## config.mk

```make
export PLATFORM = sky130hd
export DESIGN_NAME = centroid_converge_unit_flat
export DESIGN_NICKNAME = d
export VERILOG_FILES = /design/src/rtl/centroid_converge_unit_if.sv /design/src/rtl/centroid_converge_unit.sv /design/src/flat_wrapper.sv
export SDC_FILE = /design/constraint.sdc
export NUM_CORES = 1
export LEC_CHECK = 0
export BUFFER_PORTS_ARGS = -buffer_cell sky130_fd_sc_hd__buf_2
export CELL_PAD_IN_SITES_DETAIL_PLACEMENT = 1
export CELL_PAD_IN_SITES_GLOBAL_PLACEMENT = 1
export CORE_AREA = 2 2 251 253
export CTS_BUF_LIST = sky130_fd_sc_hd__clkbuf_8
export DETAILED_ROUTE_END_ITERATION = 10
export DIE_AREA = 0 0 253 255
export GPL_ROUTABILITY_DRIVEN = 1
export PLACE_DENSITY = 0.88
export SKIP_CTS_REPAIR_TIMING = 1
export SLEW_MARGIN = 20
export SYNTH_ARGS = -nofsm -noshare
export SYNTH_HDL_FRONTEND = slang
export SYNTH_SLANG_ARGS = --single-unit
export TNS_END_PERCENT = 10
```

## constraint.sdc

```tcl
create_clock -name clk -period 4.45 [get_ports clk]
set_input_delay 0.89 -clock clk [delete_from_list [all_inputs] [get_ports clk]]
set_output_delay 0.89 -clock clk [all_outputs]
set_load 0.005 [all_outputs]
```

## src/rtl/centroid_converge_unit_if.sv

```systemverilog
// Bus bundle for centroid_converge_unit: pass request, centroid snapshots and
// convergence results. master drives requests, slave is the convergence unit.
interface centroid_converge_unit_if #(
    parameter int K      = 8,
    parameter int D      = 4,
    parameter int W      = 8,
    parameter int ITER_W = 8
);
    logic                  start;
    logic [K*D*W-1:0]      old_c;
    logic [K*D*W-1:0]      new_c;
    logic [W-1:0]          tol;
    logic [ITER_W-1:0]     max_iter;
    logic                  iter_clr;
    logic                  busy;
    logic                  done;
    logic                  converged;
    logic                  timeout;
    logic [W:0]            max_delta;
    logic [ITER_W-1:0]     iter_cnt;

    modport master (
        output start, old_c, new_c, tol, max_iter, iter_clr,
        input  busy, done, converged, timeout, max_delta, iter_cnt
    );

    modport slave (
        input  start, old_c, new_c, tol, max_iter, iter_clr,
        output busy, done, converged, timeout, max_delta, iter_cnt
    );
endinterface

```

## src/rtl/centroid_converge_unit.sv

```systemverilog
// Compares two centroid sets element by element, P elements per cycle, and
// reports convergence, the largest |new-old| and an iteration-limit timeout.
module centroid_converge_unit #(
    parameter int K      = 8,
    parameter int D      = 4,
    parameter int W      = 8,
    parameter int P      = 1,
    parameter int ITER_W = 8
) (
    input  logic                    clk,
    input  logic                    rst_n,
    centroid_converge_unit_if.slave bus
);
    localparam int E  = K * D;
    localparam int N  = E / P;
    localparam int SW = (N > 1) ? $clog2(N) : 1;

    if ((E % P) != 0) begin : g_cfg_err
        $error("centroid_converge_unit: K*D must be divisible by P");
    end

    typedef enum logic [1:0] {
        IDLE = 2'd0,
        SCAN = 2'd1,
        DONE = 2'd2
    } state_t;

    state_t              state_q, state_d;
    logic [SW-1:0]       slice_q, slice_d;
    logic [E*W-1:0]      old_q, old_d;
    logic [E*W-1:0]      new_q, new_d;
    logic [W-1:0]        tol_q, tol_d;
    logic [W:0]          acc_max_q, acc_max_d;
    logic                acc_ok_q, acc_ok_d;
    logic                conv_q, conv_d;
    logic                tout_q, tout_d;
    logic [W:0]          mdel_q, mdel_d;
    logic [ITER_W-1:0]   iter_q, iter_d;

    logic [W:0]          slice_max;
    logic                slice_ok;
    logic [W:0]          fin_max;
    logic                fin_ok;
    logic [ITER_W-1:0]   iter_inc;

    // Snapshots shift down by one slice per SCAN cycle, so the current slice
    // always sits in the low P*W bits and no variable part-select is needed.
    always_comb begin
        logic [W:0] a_ext;
        logic [W:0] b_ext;
        logic [W:0] diff;
        logic [W:0] mag;
        a_ext     = '0;
        b_ext     = '0;
        diff      = '0;
        mag       = '0;
        slice_max = '0;
        slice_ok  = 1'b1;
        for (int unsigned p = 0; p < P; p++) begin
            a_ext = {old_q[p*W + W - 1], old_q[p*W +: W]};
            b_ext = {new_q[p*W + W - 1], new_q[p*W +: W]};
            diff  = b_ext - a_ext;
            mag   = diff[W] ? (~diff + 1'b1) : diff;
            if (mag > slice_max) begin
                slice_max = mag;
            end
            if (mag > {1'b0, tol_q}) begin
                slice_ok = 1'b0;
            end
        end
    end

    assign fin_max  = (slice_max > acc_max_q) ? slice_max : acc_max_q;
    assign fin_ok   = acc_ok_q & slice_ok;
    assign iter_inc = (&iter_q) ? iter_q : iter_q + 1'b1;

    always_comb begin
        state_d   = state_q;
        slice_d   = slice_q;
        old_d     = old_q;
        new_d     = new_q;
        tol_d     = tol_q;
        acc_max_d = acc_max_q;
        acc_ok_d  = acc_ok_q;
        conv_d    = conv_q;
        tout_d    = tout_q;
        mdel_d    = mdel_q;
        iter_d    = iter_q;

        case (state_q)
            IDLE: begin
                if (bus.start) begin
                    state_d   = SCAN;
                    old_d     = bus.old_c;
                    new_d     = bus.new_c;
                    tol_d     = bus.tol;
                    slice_d   = '0;
                    acc_max_d = '0;
                    acc_ok_d  = 1'b1;
                end
            end
            SCAN: begin
                old_d     = old_q >> (P * W);
                new_d     = new_q >> (P * W);
                acc_max_d = fin_max;
                acc_ok_d  = fin_ok;
                slice_d   = slice_q + 1'b1;
                if (slice_q == SW'(N - 1)) begin
                    state_d = DONE;
                    conv_d  = fin_ok;
                    mdel_d  = fin_max;
                    iter_d  = iter_inc;
                    tout_d  = !fin_ok && (bus.max_iter != '0) && (iter_inc >= bus.max_iter);
                end
            end
            DONE: begin
                state_d = IDLE;
            end
            default: begin
                state_d = IDLE;
            end
        endcase

        // Clearing overrides the increment even on the edge entering DONE.
        if (bus.iter_clr) begin
            iter_d = '0;
        end
    end

    always_ff @(posedge clk or negedge rst_n) begin
        if (!rst_n) begin
            state_q   <= IDLE;
            slice_q   <= '0;
            old_q     <= '0;
            new_q     <= '0;
            tol_q     <= '0;
            acc_max_q <= '0;
            acc_ok_q  <= 1'b0;
            conv_q    <= 1'b0;
            tout_q    <= 1'b0;
            mdel_q    <= '0;
            iter_q    <= '0;
        end else begin
            state_q   <= state_d;
            slice_q   <= slice_d;
            old_q     <= old_d;
            new_q     <= new_d;
            tol_q     <= tol_d;
            acc_max_q <= acc_max_d;
            acc_ok_q  <= acc_ok_d;
            conv_q    <= conv_d;
            tout_q    <= tout_d;
            mdel_q    <= mdel_d;
            iter_q    <= iter_d;
        end
    end

    assign bus.busy      = (state_q == SCAN);
    assign bus.done      = (state_q == DONE);
    assign bus.converged = conv_q;
    assign bus.timeout   = tout_q;
    assign bus.max_delta = mdel_q;
    assign bus.iter_cnt  = iter_q;
endmodule

```

## src/flat_wrapper.sv

```systemverilog
// flat-port wrapper written by rule: the top's interface ports become plain ports
module centroid_converge_unit_flat 
#(
    parameter int K      = 8,
    parameter int D      = 4,
    parameter int W      = 8,
    parameter int P      = 1,
    parameter int ITER_W = 8
)
  (clk, rst_n, bus_start, bus_old_c, bus_new_c, bus_tol, bus_max_iter, bus_iter_clr, bus_busy, bus_done, bus_converged, bus_timeout, bus_max_delta, bus_iter_cnt);
  centroid_converge_unit_if #(.K(K), .D(D), .W(W), .ITER_W(ITER_W)) bus_i ();
  input  logic clk;
  input  logic rst_n;
  input wire logic [$bits(bus_i.start)-1:0] bus_start;
  input wire logic [$bits(bus_i.old_c)-1:0] bus_old_c;
  input wire logic [$bits(bus_i.new_c)-1:0] bus_new_c;
  input wire logic [$bits(bus_i.tol)-1:0] bus_tol;
  input wire logic [$bits(bus_i.max_iter)-1:0] bus_max_iter;
  input wire logic [$bits(bus_i.iter_clr)-1:0] bus_iter_clr;
  output wire logic [$bits(bus_i.busy)-1:0] bus_busy;
  output wire logic [$bits(bus_i.done)-1:0] bus_done;
  output wire logic [$bits(bus_i.converged)-1:0] bus_converged;
  output wire logic [$bits(bus_i.timeout)-1:0] bus_timeout;
  output wire logic [$bits(bus_i.max_delta)-1:0] bus_max_delta;
  output wire logic [$bits(bus_i.iter_cnt)-1:0] bus_iter_cnt;
  assign bus_i.start = bus_start;
  assign bus_i.old_c = bus_old_c;
  assign bus_i.new_c = bus_new_c;
  assign bus_i.tol = bus_tol;
  assign bus_i.max_iter = bus_max_iter;
  assign bus_i.iter_clr = bus_iter_clr;
  assign bus_busy = bus_i.busy;
  assign bus_done = bus_i.done;
  assign bus_converged = bus_i.converged;
  assign bus_timeout = bus_i.timeout;
  assign bus_max_delta = bus_i.max_delta;
  assign bus_iter_cnt = bus_i.iter_cnt;
  centroid_converge_unit #(.K(K), .D(D), .W(W), .P(P), .ITER_W(ITER_W)) u_core (.clk(clk), .rst_n(rst_n), .bus(bus_i));
endmodule
```

==> impl_metrics.json <==
{
  "rsz0062_at_grt": "false",
  "cts_tree": "done",
  "die_width_um": 253,
  "routed-via-count": 24200,
  "clk_latency_ps": 690,
  "synth-edff-count": 0,
  "synthArstFlopShare_pct": 100,
  "synth.area.top_cells": "dfrtp_1 (54%), nand2_1 (15%), a31oi_1 (12%), nor2_1 (7.7%), clkbuf_1 (3.3%)",
  "slew_headroom_pct": 24.2,
  "wl_per_cell_um": 20.0,
  "drc": 0,
  "std_cell_rows": 92,
  "ant_nets": 0,
  "mostFrequentLayoutCells": "nand2_1 (1025), dfrtp_1 (556), buf_2 (551)",
  "syn_avg_cell_area_um2": 8.28,
  "min_period_over_period_pct": 93.8,
  "clkTransAtPathRegs_ps": 60,
  "grt_max_degree": 238,
  "cap_violations": 0,
  "layout_commonest_cell": "nand2_1",
  "netlist_area_um2": 25700,
  "grt-ovfl-total": 0,
  "setup_viol": 0,
  "synth_cell_type_count": 53,
  "io_buffer_count": 552,
  "outcome": "completed",
  "peakVddDrop_v": 0.000623,
  "dpl_cell_area_um2": 29200,
  "p_total_mw": 24.6,
  "wl_met3_um": 5230,
  "cp_max_fo": 6,
  "total_leakage_power_nw": 15.5,
  "critPathMaxStageDelay_ps": 480,
  "netlist_instances": 3106,
  "root_buffer": "clkbuf_8",
  "synth_nets": 3676,
  "io_pins": 553,
  "tightest_slew_ps": 1140,
  "cp_data_arrival_time_ps": 4720,
  "h-tree-depth": 3,
  "place_hpwl_um": 61900,
  "ys_warn_count": 0,
  "critPathKind": "reg2reg",
  "crit_slowest_cell": "or4_4",
  "finClkSkew_ps": 42.9,
  "antenna_found_initial": 74,
  "dieArea_um2": 64500,
  "synth_top_area_cell": "dfrtp_1",
  "endpoint_kind": "flop",
  "routabilityCongestion": 0.865,
  "placeableCoreArea_um2": 62200,
  "route.met2.wl_um": 43900,
  "layout_min_cycle_time_ps": 4170,
  "worst_hold_path_type": "in2async",
  "drt_iter0_drc": 1849,
  "ys_ff_latch": 556,
  "grt_pass1_wl_um": 137000,
  "nets": 4133,
  "synth_top_area_share_pct": 54.1,
  "synth_ff_type": "dfrtp_1",
  "vias_per_cell": 5.40,
  "wl_met1_um": 36900,
  "powerDensity_nw_per_um2": 782,
  "cp-start-kind": "flop",
  "fin_util_pct": 50.6,
  "drt_wl_total_um": 89500,
  "crit_top_cell": "inv_1",
  "routed.top_layer": "met5",
  "drive_gt1_share_pct": 21.0,
  "clkSinkCount": 556,
  "worstPathCellList": "inv_1 > ha_1 > inv_1 > fa_1 > a211oi_2 > nor2_1 > xor2_2 > a2111o_1 > or4_4 > inv_1 > ha_1 > nand2_1 > nor3_2 > o41a_1 > o21ba_4 > o21ai_1 > buf_4 > a22o_1",
  "area_growth_pct": 22.3,
  "cp.required_ps": 5000,
  "grt_usage_pct": 27.2,
  "numCtsBuffers": 98,
  "die_y_um": 255,
  "cts_buffer_depth": 3,
  "drv_slew": 0,
  "yosysSeqAreaShare_pct": 54.1,
  "initial_core_util_pct": 41.4,
  "fmax_mhz": 240,
  "stdcell_area_um2": 31500,
  "hold_viol": 0,
  "first_pass_iters": 5,
  "grt_pass1_vias": 25100
}
[state kept, by name, summed over array words and instances (netlist names)]
signal,flops
u_core.acc_max_q,9
u_core.acc_ok_q,1
u_core.bus.converged,1
u_core.bus.iter_cnt,8
u_core.bus.max_delta,9
u_core.bus.timeout,1
u_core.new_q,256
u_core.old_q,256
u_core.slice_q,5
u_core.state_q,2
u_core.tol_q,8
[cells in the mapped netlist (2+ instances only)]
| library cell | number |
|---|---|
| a21o_1 | 8 |
| a31oi_1 | 499 |
| nand4_1 | 6 |
| a22o_1 | 26 |
| mux2i_1 | 3 |
| or2_2 | 2 |
| dfrtp_1 | 556 |
| nand2_1 | 1025 |
| o31ai_1 | 3 |
| nor4_1 | 2 |
| xor2_1 | 9 |
| buf_1 | 12 |
| inv_1 | 40 |
| nor3_1 | 10 |
| o21ai_0 | 24 |
| ha_1 | 37 |
| o21a_1 | 3 |
| a21oi_1 | 19 |
| nand2b_1 | 6 |
| nor2_1 | 526 |
| nor2b_1 | 6 |
| nand3_1 | 13 |
| o21bai_1 | 2 |
| o21ai_1 | 2 |
| mux2_2 | 4 |
| clkbuf_1 | 223 |
| xnor2_1 | 14 |
[logic make-up (layout without fill, tap and decap cells)]
family          Yosys count  in the layout  share of synthesized area [%]
compound gates          603            603                           15.0
xor+xnor                 25             25                          0.910
fa+ha+maj                38             38                           1.88
buf+inv                 275            801                           4.01
flops                   556            556                           54.1
mux                       7              7                          0.292
other cells               0             45                              0
simple gates           1602           1602                           23.8
[worst max-delay path, delay by kind of cell, from the launching register on]
kind,cells,cell delay [ps]
buffers and inverters,4,440
AO/OA/AOI/OAI,6,1400
flip-flops,1,380
XOR/XNOR,1,200
AND/OR/NAND/NOR,4,870
adder cells (fa/ha/maj),3,750
[metrics by stage]
stage	TNS, ps	hold WS [ps]	instances	setup slack, ps
2_1_floorplan	0	450	3106	415
3_3_place_gp	0	459	4262	43.5
3_5_place_dp	-667	480	4262	-95.6
4_1_cts	-791	271	4431	-113
5_1_grt	0	309	4473	16.1
6_report	0	288	4476	278
[area by class of cell]
cell class                 count  area (um2)
timing repair buffer         592        3310
tap                          799        1000
antenna                       45         113
sequential                   556       13900
inverter                      40         158
clock buffer                 127        1750
fill                        7599       30700
multi-input combinational   2275       10900
clock inverter                42         354
[per-layer routing]
layer | vias to the layer above | track usage [%]
li1 | 11400 | -
met1 | 11900 | 33.3
met2 | 603 | 45.0
met3 | 238 | 7.00
met4 | 54 | 13.5
met5 | - | 0
[worst paths after layout]
check | cells after the start | start | end | slack [ps]
max | 18 | u_core.new_q[0]$_DFFE_PN0P_ | u_core.acc_max_q[4]$_DFFE_PN0P_ | 280
max in group asynchronous | 2 | rst_n | u_core.old_q[169]$_DFFE_PN0P_ | 3140
min | 1 | rst_n | u_core.old_q[31]$_DFFE_PN0P_ | 290
min in group clk | 2 | bus_old_c[248] | u_core.old_q[248]$_DFFE_PN0P_ | 420
min reg2reg | 1 | u_core.slice_q[3]$_DFFE_PN0P_ | u_core.slice_q[3]$_DFFE_PN0P_ | 500
max reg2reg | 18 | u_core.new_q[0]$_DFFE_PN0P_ | u_core.acc_max_q[4]$_DFFE_PN0P_ | 280
[power breakdown]
part           leakage (nW)  internal, mW  switching [mW]
logic                  7.55          4.24            6.25
registers              6.81          7.54            1.45
clock network          1.18          2.90            2.21
total                  15.5          14.7            9.91
No activity file was read; power rests on OpenSTA's default activity.
